<file path="src/rtl/fcb_apb_master_pkg.sv">
// Shared types and defaults for the FCB APB3 initiator: FSM state encoding,
// default bus widths and the watchdog default.
package fcb_apb_master_pkg;

    localparam int unsigned ADDR_W_DEF      = 32;
    localparam int unsigned DATA_W_DEF      = 32;
    localparam int unsigned TIMEOUT_CYC_DEF = 1024;

    typedef enum logic [1:0] {
        ST_IDLE   = 2'd0,
        ST_SETUP  = 2'd1,
        ST_ACCESS = 2'd2,
        ST_RESP   = 2'd3
    } state_t;

    function automatic logic is_word_aligned(input logic [1:0] addr_lsb);
        return addr_lsb == 2'b00;
    endfunction

endpackage

</file>
<file path="src/rtl/fcb_apb_master_if.sv">
// Request/response handshake plus APB3 bus of the FCB initiator, with a debug
// view of the FSM state. master = initiator side, slave = requester/APB side.
interface fcb_apb_master_if
    import fcb_apb_master_pkg::*;
#(
    parameter int unsigned ADDR_W = ADDR_W_DEF,
    parameter int unsigned DATA_W = DATA_W_DEF
) ();

    // Both handshakes: a beat transfers on the edge where valid & ready are
    // both high; valid and its payload stay stable until that edge.
    logic              req_valid_i;
    logic              req_ready_o;
    logic              req_write_i;
    logic [ADDR_W-1:0] req_addr_i;
    logic [DATA_W-1:0] req_wdata_i;

    logic              rsp_valid_o;
    logic              rsp_ready_i;
    logic [DATA_W-1:0] rsp_rdata_o;
    logic              rsp_err_o;
    logic              rsp_timeout_o;

    logic              busy_o;
    state_t            dbg_state_o;

    logic              apbm_psel_o;
    logic              apbm_penable_o;
    logic              apbm_pwrite_o;
    logic [ADDR_W-1:0] apbm_paddr_o;
    logic [DATA_W-1:0] apbm_pwdata_o;
    logic [DATA_W-1:0] apbm_prdata_i;
    logic              apbm_pready_i;
    logic              apbm_pslverr_i;

    modport master (
        input  req_valid_i, req_write_i, req_addr_i, req_wdata_i, rsp_ready_i,
               apbm_prdata_i, apbm_pready_i, apbm_pslverr_i,
        output req_ready_o, rsp_valid_o, rsp_rdata_o, rsp_err_o, rsp_timeout_o,
               busy_o, dbg_state_o, apbm_psel_o, apbm_penable_o, apbm_pwrite_o,
               apbm_paddr_o, apbm_pwdata_o
    );

    modport slave (
        output req_valid_i, req_write_i, req_addr_i, req_wdata_i, rsp_ready_i,
               apbm_prdata_i, apbm_pready_i, apbm_pslverr_i,
        input  req_ready_o, rsp_valid_o, rsp_rdata_o, rsp_err_o, rsp_timeout_o,
               busy_o, dbg_state_o, apbm_psel_o, apbm_penable_o, apbm_pwrite_o,
               apbm_paddr_o, apbm_pwdata_o
    );

endinterface

</file>
<file path="src/rtl/fcb_apb_master_wdog.sv">
// ACCESS-phase watchdog for fcb_apb_master; only present when FCB_APBM_TIMEOUT_EN
// is defined. expired is high on the TIMEOUT_CYC-th enabled cycle after clear.
`ifdef FCB_APBM_TIMEOUT_EN
module fcb_apb_master_wdog #(
    parameter int unsigned TIMEOUT_CYC = 1024
) (
    input  logic fcb_clk_i,
    input  logic fcb_rst_ni,
    input  logic clr,
    input  logic en,
    output logic expired
);

    localparam int unsigned       CNT_W = $clog2(TIMEOUT_CYC);
    localparam logic [CNT_W-1:0] TERM  = CNT_W'(TIMEOUT_CYC - 1);

    logic [CNT_W-1:0] cnt_q;

    always_ff @(posedge fcb_clk_i or negedge fcb_rst_ni) begin
        if (!fcb_rst_ni) begin
            cnt_q <= '0;
        end else if (clr) begin
            cnt_q <= '0;
        end else if (en && !expired) begin
            cnt_q <= cnt_q + 1'b1;
        end
    end

    assign expired = en && (cnt_q == TERM);

endmodule
`endif

</file>
<file path="src/rtl/fcb_apb_master.sv">
// APB3 initiator for the FCB configuration port: one request in, one APB
// transfer out, one response back. Watchdog abort enabled by FCB_APBM_TIMEOUT_EN.
module fcb_apb_master
    import fcb_apb_master_pkg::*;
#(
    parameter int unsigned ADDR_W      = ADDR_W_DEF,
    parameter int unsigned DATA_W      = DATA_W_DEF,
    parameter int unsigned TIMEOUT_CYC = TIMEOUT_CYC_DEF
) (
    input  logic              fcb_clk_i,
    input  logic              fcb_rst_ni,
    fcb_apb_master_if.master  bus
);

    if (TIMEOUT_CYC < 2) begin : g_bad_timeout
        $error("fcb_apb_master: TIMEOUT_CYC must be >= 2");
    end

    state_t            state_q, state_d;
    logic              wr_q;
    logic [ADDR_W-1:0] addr_q;
    logic [DATA_W-1:0] wdata_q;
    logic [DATA_W-1:0] rdata_q;
    logic              err_q;
    logic              tout_q;
    logic              accept;
    logic              aligned;
    logic              wdog_expired;

    assign accept  = bus.req_valid_i && (state_q == ST_IDLE);
    assign aligned = is_word_aligned(bus.req_addr_i[1:0]);

`ifdef FCB_APBM_TIMEOUT_EN
    fcb_apb_master_wdog #(
        .TIMEOUT_CYC (TIMEOUT_CYC)
    ) u_wdog (
        .fcb_clk_i  (fcb_clk_i),
        .fcb_rst_ni (fcb_rst_ni),
        .clr        (state_q == ST_SETUP),
        .en         (state_q == ST_ACCESS),
        .expired    (wdog_expired)
    );
`else
    assign wdog_expired = 1'b0;
`endif

    always_ff @(posedge fcb_clk_i or negedge fcb_rst_ni) begin
        if (!fcb_rst_ni) begin
            state_q <= ST_IDLE;
        end else begin
            state_q <= state_d;
        end
    end

    // pready wins over a watchdog expiry in the same cycle.
    always_comb begin
        state_d = state_q;
        case (state_q)
            ST_IDLE:   if (accept) state_d = aligned ? ST_SETUP : ST_RESP;
            ST_SETUP:  state_d = ST_ACCESS;
            ST_ACCESS: if (bus.apbm_pready_i || wdog_expired) state_d = ST_RESP;
            ST_RESP:   if (bus.rsp_ready_i) state_d = ST_IDLE;
            default:   state_d = ST_IDLE;
        endcase
    end

    // Address/data only move on an aligned accept so paddr/pwdata never
    // change while psel is low.
    always_ff @(posedge fcb_clk_i or negedge fcb_rst_ni) begin
        if (!fcb_rst_ni) begin
            wr_q    <= 1'b0;
            addr_q  <= '0;
            wdata_q <= '0;
            rdata_q <= '0;
            err_q   <= 1'b0;
            tout_q  <= 1'b0;
        end else begin
            if (accept && aligned) begin
                wr_q    <= bus.req_write_i;
                addr_q  <= bus.req_addr_i;
                wdata_q <= bus.req_wdata_i;
            end
            if (accept && !aligned) begin
                rdata_q <= '0;
                err_q   <= 1'b1;
                tout_q  <= 1'b0;
            end
            if (state_q == ST_ACCESS) begin
                if (bus.apbm_pready_i) begin
                    rdata_q <= wr_q ? '0 : bus.apbm_prdata_i;
                    err_q   <= bus.apbm_pslverr_i;
                    tout_q  <= 1'b0;
                end else if (wdog_expired) begin
                    rdata_q <= '0;
                    err_q   <= 1'b1;
                    tout_q  <= 1'b1;
                end
            end
        end
    end

    assign bus.req_ready_o    = (state_q == ST_IDLE);
    assign bus.busy_o         = (state_q != ST_IDLE);
    assign bus.rsp_valid_o    = (state_q == ST_RESP);
    assign bus.rsp_rdata_o    = rdata_q;
    assign bus.rsp_err_o      = err_q;
    assign bus.rsp_timeout_o  = tout_q;
    assign bus.dbg_state_o    = state_q;

    assign bus.apbm_psel_o    = (state_q == ST_SETUP) || (state_q == ST_ACCESS);
    assign bus.apbm_penable_o = (state_q == ST_ACCESS);
    assign bus.apbm_pwrite_o  = wr_q;
    assign bus.apbm_paddr_o   = addr_q;
    assign bus.apbm_pwdata_o  = wdata_q;

endmodule

</file>
<file path="src/flat_wrapper.sv">
// flat-port wrapper written by rule: the top's interface ports become plain ports
module fcb_apb_master_flat import fcb_apb_master_pkg::*;
#(
    parameter int unsigned ADDR_W      = ADDR_W_DEF,
    parameter int unsigned DATA_W      = DATA_W_DEF,
    parameter int unsigned TIMEOUT_CYC = TIMEOUT_CYC_DEF
)
  (fcb_clk_i, fcb_rst_ni, bus_req_valid_i, bus_req_write_i, bus_req_addr_i, bus_req_wdata_i, bus_rsp_ready_i, bus_apbm_prdata_i, bus_apbm_pready_i, bus_apbm_pslverr_i, bus_req_ready_o, bus_rsp_valid_o, bus_rsp_rdata_o, bus_rsp_err_o, bus_rsp_timeout_o, bus_busy_o, bus_dbg_state_o, bus_apbm_psel_o, bus_apbm_penable_o, bus_apbm_pwrite_o, bus_apbm_paddr_o, bus_apbm_pwdata_o);
  fcb_apb_master_if #(.ADDR_W(ADDR_W), .DATA_W(DATA_W)) bus_i ();
  input  logic fcb_clk_i;
  input  logic fcb_rst_ni;
  input wire logic [$bits(bus_i.req_valid_i)-1:0] bus_req_valid_i;
  input wire logic [$bits(bus_i.req_write_i)-1:0] bus_req_write_i;
  input wire logic [$bits(bus_i.req_addr_i)-1:0] bus_req_addr_i;
  input wire logic [$bits(bus_i.req_wdata_i)-1:0] bus_req_wdata_i;
  input wire logic [$bits(bus_i.rsp_ready_i)-1:0] bus_rsp_ready_i;
  input wire logic [$bits(bus_i.apbm_prdata_i)-1:0] bus_apbm_prdata_i;
  input wire logic [$bits(bus_i.apbm_pready_i)-1:0] bus_apbm_pready_i;
  input wire logic [$bits(bus_i.apbm_pslverr_i)-1:0] bus_apbm_pslverr_i;
  output wire logic [$bits(bus_i.req_ready_o)-1:0] bus_req_ready_o;
  output wire logic [$bits(bus_i.rsp_valid_o)-1:0] bus_rsp_valid_o;
  output wire logic [$bits(bus_i.rsp_rdata_o)-1:0] bus_rsp_rdata_o;
  output wire logic [$bits(bus_i.rsp_err_o)-1:0] bus_rsp_err_o;
  output wire logic [$bits(bus_i.rsp_timeout_o)-1:0] bus_rsp_timeout_o;
  output wire logic [$bits(bus_i.busy_o)-1:0] bus_busy_o;
  output wire logic [$bits(bus_i.dbg_state_o)-1:0] bus_dbg_state_o;
  output wire logic [$bits(bus_i.apbm_psel_o)-1:0] bus_apbm_psel_o;
  output wire logic [$bits(bus_i.apbm_penable_o)-1:0] bus_apbm_penable_o;
  output wire logic [$bits(bus_i.apbm_pwrite_o)-1:0] bus_apbm_pwrite_o;
  output wire logic [$bits(bus_i.apbm_paddr_o)-1:0] bus_apbm_paddr_o;
  output wire logic [$bits(bus_i.apbm_pwdata_o)-1:0] bus_apbm_pwdata_o;
  assign bus_i.req_valid_i = bus_req_valid_i;
  assign bus_i.req_write_i = bus_req_write_i;
  assign bus_i.req_addr_i = bus_req_addr_i;
  assign bus_i.req_wdata_i = bus_req_wdata_i;
  assign bus_i.rsp_ready_i = bus_rsp_ready_i;
  assign bus_i.apbm_prdata_i = bus_apbm_prdata_i;
  assign bus_i.apbm_pready_i = bus_apbm_pready_i;
  assign bus_i.apbm_pslverr_i = bus_apbm_pslverr_i;
  assign bus_req_ready_o = bus_i.req_ready_o;
  assign bus_rsp_valid_o = bus_i.rsp_valid_o;
  assign bus_rsp_rdata_o = bus_i.rsp_rdata_o;
  assign bus_rsp_err_o = bus_i.rsp_err_o;
  assign bus_rsp_timeout_o = bus_i.rsp_timeout_o;
  assign bus_busy_o = bus_i.busy_o;
  assign bus_dbg_state_o = bus_i.dbg_state_o;
  assign bus_apbm_psel_o = bus_i.apbm_psel_o;
  assign bus_apbm_penable_o = bus_i.apbm_penable_o;
  assign bus_apbm_pwrite_o = bus_i.apbm_pwrite_o;
  assign bus_apbm_paddr_o = bus_i.apbm_paddr_o;
  assign bus_apbm_pwdata_o = bus_i.apbm_pwdata_o;
  fcb_apb_master #(.ADDR_W(ADDR_W), .DATA_W(DATA_W), .TIMEOUT_CYC(TIMEOUT_CYC)) u_core (.fcb_clk_i(fcb_clk_i), .fcb_rst_ni(fcb_rst_ni), .bus(bus_i));
endmodule
</file>
<file path="config.mk">
export PLATFORM = sky130hd
export DESIGN_NAME = fcb_apb_master_flat
export DESIGN_NICKNAME = d
export VERILOG_FILES = /design/src/rtl/fcb_apb_master_pkg.sv /design/src/rtl/fcb_apb_master_if.sv /design/src/rtl/fcb_apb_master_wdog.sv /design/src/rtl/fcb_apb_master.sv /design/src/flat_wrapper.sv
export SDC_FILE = /design/constraint.sdc
export NUM_CORES = 1
export LEC_CHECK = 0
export BUFFER_PORTS_ARGS = -buffer_cell sky130_fd_sc_hd__clkbuf_2
export CORE_MARGIN = 4
export CORE_UTILIZATION = 35
export CTS_CLUSTER_DIAMETER = 100
export DETAILED_ROUTE_END_ITERATION = 10
export HOLD_SLACK_MARGIN = 0.06
export PLACE_DENSITY = 0.77
export SYNTH_ARGS = -nofsm -noshare
export SYNTH_HDL_FRONTEND = slang
export SYNTH_SLANG_ARGS = --single-unit
</file>
<file path="constraint.sdc">
create_clock -name fcb_clk_i -period 1.95 [get_ports fcb_clk_i]
set_clock_uncertainty 0.2 [all_clocks]
set_input_delay 0.0975 -clock fcb_clk_i [delete_from_list [all_inputs] [get_ports fcb_clk_i]]
set_output_delay 0.0975 -clock fcb_clk_i [all_outputs]
set_load 0.02 [all_outputs]
</file>
==> reports/qor.yml, run 1 <==
finish:
  fin_area_um2: 6740
  diodes: 0
  drive_gt1_frac: 0.564
  syn2layout_area_growth_pct: 77.4
  fillers: 765
  nNetsFinal: 684
detailed_routing:
  routed_wirelength_mm: 12.6
  drc: 0
  via_count: 3389
  drt_iter0_markers: 164
  viasPerCell: 4.72
  drtAntennaViolNets: 0
  wire_per_inst_um: 17.6
  firstDrtPassIters: 5
setup_path:
  path_class: "reg2reg"
  worstPathMaxFanout: 12
  r2r_slack_ns: -0.04
  crit_required_ns: 1.99
  reg2reg_from: "u_core.bus.dbg_state_o[0]$_DFFE_PN0P_"
  start_kind: "flop"
  cp-end-kind: "flop"
  reg2reg_to: "u_core.bus.apbm_pwdata_o[9]$_DFFE_PN0P_"
  startpoint: "u_core.bus.dbg_state_o[0]$_DFFE_PN0P_"
  r2r_cells: 9
  worstSetupEndpoint: "u_core.bus.apbm_pwdata_o[9]$_DFFE_PN0P_"
  arrival_ns: 2.03
yosys:
  syn-num-nets: 345
  yosysWarnings: 0
  synth_top_family_by_area: "multiplexers"
  muxShareOfSynthArea: 0.192
  yosysTopAreaCellShare: 0.665
  synth_commonest_cells: "101 x dfrtp_1, 64 x mux2_2, 32 x a22o_1"
  ys_ff_latch: 101
  yosys.area.top_type: "dfrtp_1"
  netlist_instances: 238
  synth_edf_count: 0
  synth_area_leaders: "dfrtp_1 66%, mux2_2 19%, a22o_1 7.4%"
  synthSimpleGateAreaFrac: 0.0145
  async_flop_share: 1.00
  ys_seq_area_frac: 0.665
  synth_compound_area_frac: 0.0810
  synthAdderAreaFrac: 0.0132
  synth.most_common_cell: "dfrtp_1"
  synth-xor-area-share: 0
  syn_avg_cell_area_um2: 16.0
  synth_cell_types: 17
  synth-main-ff-cell: "dfrtp_1"
  syn_area_um2: 3800
clocking:
  cts_tree: "built"
  clk_pin_slew_worst_paths_ns: 0.10
  clk_latency_ns: 0.35
  numCtsBuffers: 9
  cts_sinks: 101
  cts_root_buf: "clkbuf_8"
  clockBufferDepth: 2
  cts_max_level: 3
timing:
  final-max-slew-violation-count: 0
  hold_violations: 0
  period_minus_slack_ns: 1.99
  fmax_ghz: 0.502
  setup_viol: 23
  slew_headroom: 0.708
  fin_tns_setup_ns: -0.488
  post-route-period-util: 1.02
  rsz0062_at_grt: "true"
  worstMarginPinSlew_ns: 0.437
  setup_slack_ns: -0.0401
die:
  die_h_um: 112
  rows: 37
  die_x_um: 112
  initial_utilization: 0.363
  io_pins: 209
  coreArea_um2: 10500
  die_area_um2: 12600
grt:
  grt_max_degree: 60
  grt.overflow.total: 0
  grtUsageTotal: 0.193
  antenna_found_initial: 0
  grt_pass1_vias: 3826
  grt_first_pass_wirelength_mm: 19.4
place:
  hpwl_mm: 7.13
  io_buffers: 208
  dpl_cell_area_um2: 5080
  gp_congestion: 0.769
power:
  power_density_nw_per_um2: 1520
  power_leakage_nw: 3.47
  peakVddDrop_mv: 0.953
status:
  outcome: "finished, violations left"
  violations: "setup timing"
run:
  drv_cap: 0
hold_path:
  min_path_type: "in2reg"
  min_from: "bus_req_addr_i[1]"
==> critical path: stages, from the launching register on <==
cell,delay [ns]
dfrtp_1,0.40
inv_2,0.07
buf_6,0.10
ha_4,0.14
nand2_4,0.05
nor3_4,0.13
buf_6,0.16
buf_4,0.12
buf_12,0.15
mux2_2,0.34
==> logic make-up after synthesis <==
kind of cell | after synthesis
simple gates | 11
compound gates | 36
flops | 101
mux | 65
fa+ha+maj | 4
buf+inv | 21
==> metrics by stage <==
step / power, mW / utilization / hold slack, ns / setup slack, ns / instances
floorplan: 6.40 / - / -0.398 / 0.00340 / 238
global placement: 7.96 / 0.485 / -0.159 / -0.151 / 580
detailed placement: 8.15 / 0.485 / -0.154 / -0.253 / 580
CTS: 10.0 / 0.629 / 0.150 / -0.0655 / 711
global route: 10.8 / 0.645 / 0.178 / -0.116 / 718
finish: 10.3 / 0.645 / 0.175 / -0.0401 / 718
==> placed cells by master, fill, tap and decap left out, types with 2 or more instances in the layout <==
| cell | instances |
|---|---|
| nor2b_1 | 2 |
| nor2_4 | 2 |
| inv_1 | 5 |
| a22o_1 | 32 |
| buf_12 | 5 |
| bufinv_16 | 2 |
| clkinvlp_4 | 2 |
| ha_1 | 2 |
| buf_6 | 3 |
| dfrtp_1 | 100 |
| inv_2 | 2 |
| buf_16 | 2 |
| mux2_4 | 27 |
| clkbuf_2 | 207 |
| nor2_1 | 4 |
| buf_4 | 18 |
| ha_4 | 2 |
| a21oi_1 | 2 |
| clkbuf_8 | 10 |
| dlygate4sd3_1 | 103 |
| mux2_2 | 37 |
| bufbuf_16 | 2 |
==> state kept, by name, summed over array words and instances (netlist names) <==
| name | count |
|---|---|
| u_core.bus.apbm_paddr_o | 32 |
| u_core.bus.apbm_pwdata_o | 32 |
| u_core.bus.apbm_pwrite_o | 1 |
| u_core.bus.dbg_state_o | 2 |
| u_core.bus.rsp_err_o | 1 |
| u_core.bus.rsp_rdata_o | 32 |
| u_core.bus.rsp_timeout_o | 1 |
==> per-layer routing <==
| metal | wire (um) | GRT usage | part of all wire |
|---|---|---|---|
| met1 | 4830 | 0.216 | 0.38 |
| met2 | 6610 | 0.350 | 0.52 |
| met3 | 816 | 0.0442 | 0.065 |
| met4 | 359 | 0.0825 | 0.028 |
| met5 | 0 | 0 | 0 |
==> cell type report <==
class / instances / area (um2) / share of cell area
inverters: 7 / 26.3 / 0.00390
well taps: 136 / 170 / 0.0252
clock buffers: 10 / 138 / 0.0204
flip-flops and latches: 101 / 2530 / 0.375
repair buffers: 341 / 2480 / 0.368
multi-input cells: 117 / 1310 / 0.194
clock inverters: 6 / 95.1 / 0.0141
==> how the worst min path moves through the flow <==
stage	to	slack, ns	depth (start not counted)
6_report	u_core.bus.apbm_paddr_o[0]$_DFFE_PN0P_	0.18	5
5_1_grt	u_core.bus.apbm_paddr_o[0]$_DFFE_PN0P_	0.18	5
4_1_cts	u_core.bus.apbm_paddr_o[0]$_DFFE_PN0P_	0.15	5
3_5_place_dp	u_core.bus.apbm_paddr_o[19]$_DFFE_PN0P_	-0.15	1
3_3_place_gp	u_core.bus.apbm_paddr_o[17]$_DFFE_PN0P_	-0.16	1
2_1_floorplan	u_core.bus.apbm_paddr_o[0]$_DFFE_PN0P_	-0.40	0
==> where the power goes <==
group / total, mW / internal, mW / switching [mW]
Combinational: 4.99 / 2.26 / 2.74
Clock: 1.49 / 0.769 / 0.720
Sequential: 3.77 / 3.12 / 0.653
Total: 10.3 / 6.15 / 4.11
==> repair_timing <==
| item | 4_1_cts | 5_1_grt |
|---|---|---|
| gates cloned | 4 | 2 |
| hold endpoints to repair | 199 | 0 |
| setup endpoints to repair | 96 | 96 |
| hold buffers | 104 | 0 |
| pin swaps | 1 | 2 |
| buffers inserted | 7 | 6 |
| gates resized for setup | 13 | 26 |
Note: power is estimated with default switching activity, not from simulation.
==> inputs of run 2 (changes only) <==
--- a/config.mk
+++ b/config.mk
@@ -11,7 +11,7 @@
 export CTS_CLUSTER_DIAMETER = 100
 export DETAILED_ROUTE_END_ITERATION = 10
 export HOLD_SLACK_MARGIN = 0.06
-export PLACE_DENSITY = 0.77
+export PLACE_DENSITY_LB_ADDON = 0.15
 export SYNTH_ARGS = -nofsm -noshare
 export SYNTH_HDL_FRONTEND = slang
 export SYNTH_SLANG_ARGS = --single-unit
==> constraint.sdc (replaced) <==
create_clock -name fcb_clk_i -period 2.5 [get_ports fcb_clk_i]
set_clock_uncertainty 0.2 [all_clocks]
set_input_delay 0.125 -clock fcb_clk_i [delete_from_list [all_inputs] [get_ports fcb_clk_i]]
set_output_delay 0.125 -clock fcb_clk_i [all_outputs]
set_load 0.02 [all_outputs]
==> reports/qor.yml, run 2 (same netlist as run 1, synthesis figures left out) <==
status:
  outcome: "finished clean"
clocking:
  post_cts_buffers: 0
  clk_pin_slew_worst_paths_ns: 0.09
  cts_root_buf: "clkbuf_8"
  clockBufferDepth: 2
  cts_tree: "built"
  cts_sinks: 101
  numCtsBuffers: 9
  cts_max_level: 3
  clk_latency_ns: 0.35
timing:
  slew_headroom: 0.704
  setup_viol: 0
  hold_slack_ns: 0.0898
  setup_slack_ns: 0.181
  rsz0062_at_grt: "false"
  hold_violations: 0
  period_minus_slack_ns: 2.32
  fmax_ghz: 0.431
  final-max-slew-violation-count: 0
  post-route-period-util: 0.928
  worstMarginPinSlew_ns: 0.444
  fin_tns_setup_ns: 0
grt:
  grtUsageTotal: 0.170
  antenna_found_initial: 0
  grt.overflow.total: 0
  grt_max_degree: 66
  grt_pass1_vias: 3526
  grt_first_pass_wirelength_mm: 17.3
die:
  coreArea_um2: 10500
  die_h_um: 112
  die_x_um: 112
  initial_utilization: 0.363
  io_pins: 209
  rows: 37
  die_area_um2: 12600
detailed_routing:
  drc: 0
  viasPerCell: 4.53
  routed_wirelength_mm: 10.6
  via_count: 3142
  wire_per_inst_um: 15.3
  drt_iter0_markers: 104
  drtAntennaViolNets: 0
  firstDrtPassIters: 6
finish:
  drive_gt1_frac: 0.530
  nNetsFinal: 660
  final_common_cell: "clkbuf_2"
  final_cells: 693
  most-common-layout-cells: "207 x clkbuf_2, 103 x dlygate4sd3_1, 101 x dfrtp_1"
  syn2layout_area_growth_pct: 63.6
  diodes: 0
run:
  drv_cap: 0
setup_path:
  path_cells: "inv_1 -> ha_1 -> a222oi_1 -> dlygate4sd3_1 -> mux2i_1"
  arrival_ns: 2.39
  r2r_cells: 5
  path_class: "reg2reg"
  crit_required_ns: 2.58
  worstSetupPathDepth: 5
  slowest_stage: "dlygate4sd3_1"
  worstPathMaxFanout: 5
  start_kind: "flop"
  cp_num_buf_inv: 2
  slowest_delay_ns: 0.64
  cp-end-kind: "flop"
  path_delay_family: "buffers and inverters"
power:
  power_leakage_nw: 3.19
  p_total_mw: 7.32
  power_density_nw_per_um2: 1180
  peakVddDrop_mv: 0.580
place:
  io_buffers: 208
  placed_cells: 575
  hpwl_mm: 6.99
  gp_congestion: 0.787
  place_ws_ns: 0.345
hold_path:
  min_delay_path_depth: 4
  min_path_type: "in2reg"
[run 2: cell count changes in the layout (fill, tap and decap cells not counted), sizes merged]
cell	before	now
clkbuf	218	217
bufinv	2	1
bufbuf	2	0
clkinv	1	0
clkinvlp	2	3
buf	28	8
nor2	6	5
[run 2: tightest hold or removal path: stages]
cell      delay (ns)
clkbuf_2        0.09
inv_1           0.06
a222oi_1        0.10
mux2_2          0.23
[run 2: final cells by class]
type,count,area [um2]
clock inverters,5,61.3
multi-input cells,116,1150
clock buffers,10,128
well taps,136,170
repair buffers,318,2150
fillers,849,4250
flip-flops and latches,101,2530
inverters,7,26.3
[run 2: timing repair]
| action | CTS | global route |
|---|---|---|
| setup endpoints to repair | 0 | 0 |
| hold endpoints to repair | 199 | 0 |
| hold buffers | 103 | 0 |
| gates resized for setup | 0 | 0 |
[run 2: per-layer routing]
layer  vias to the layer above  global-route usage  part of all wire
met5                         -                   0                 0
met4                         0              0.0681             0.025
met3                        19              0.0394             0.068
met2                       137               0.290              0.49
met1                      1510               0.207              0.41
li1                       1476                   -                 -
[run 2: power breakdown]
group	total (mW)	leakage [nW]	internal, mW	switching, mW
logic	3.45	1.84	1.45	2.00
clock network	1.01	0.0850	0.462	0.548
registers	2.86	1.27	2.43	0.430
[run 2: worst paths after layout]
| path | startpoint | end | slack (ns) |
|---|---|---|---|
| max in group asynchronous | fcb_rst_ni | u_core.bus.apbm_pwdata_o[10]$_DFFE_PN0P_ | 1.32 |
| min reg2reg | u_core.bus.rsp_timeout_o$_DFF_PN0_ | u_core.bus.rsp_timeout_o$_DFF_PN0_ | 0.30 |
| max reg2reg | u_core.bus.dbg_state_o[1]$_DFFE_PN0P_ | u_core.bus.dbg_state_o[0]$_DFFE_PN0P_ | 0.18 |
| min | bus_apbm_pready_i | u_core.bus.dbg_state_o[1]$_DFFE_PN0P_ | 0.09 |
| min in group asynchronous | fcb_rst_ni | u_core.bus.apbm_paddr_o[15]$_DFFE_PN0P_ | 0.13 |
| max | u_core.bus.dbg_state_o[1]$_DFFE_PN0P_ | u_core.bus.dbg_state_o[0]$_DFFE_PN0P_ | 0.18 |
[run 2: through the flow]
step	cell area, um2	util
floorplan	3800	-
finish	6220	0.594
global placement	5000	0.478
detailed placement	5000	0.478
CTS	6220	0.594
global route	6220	0.594
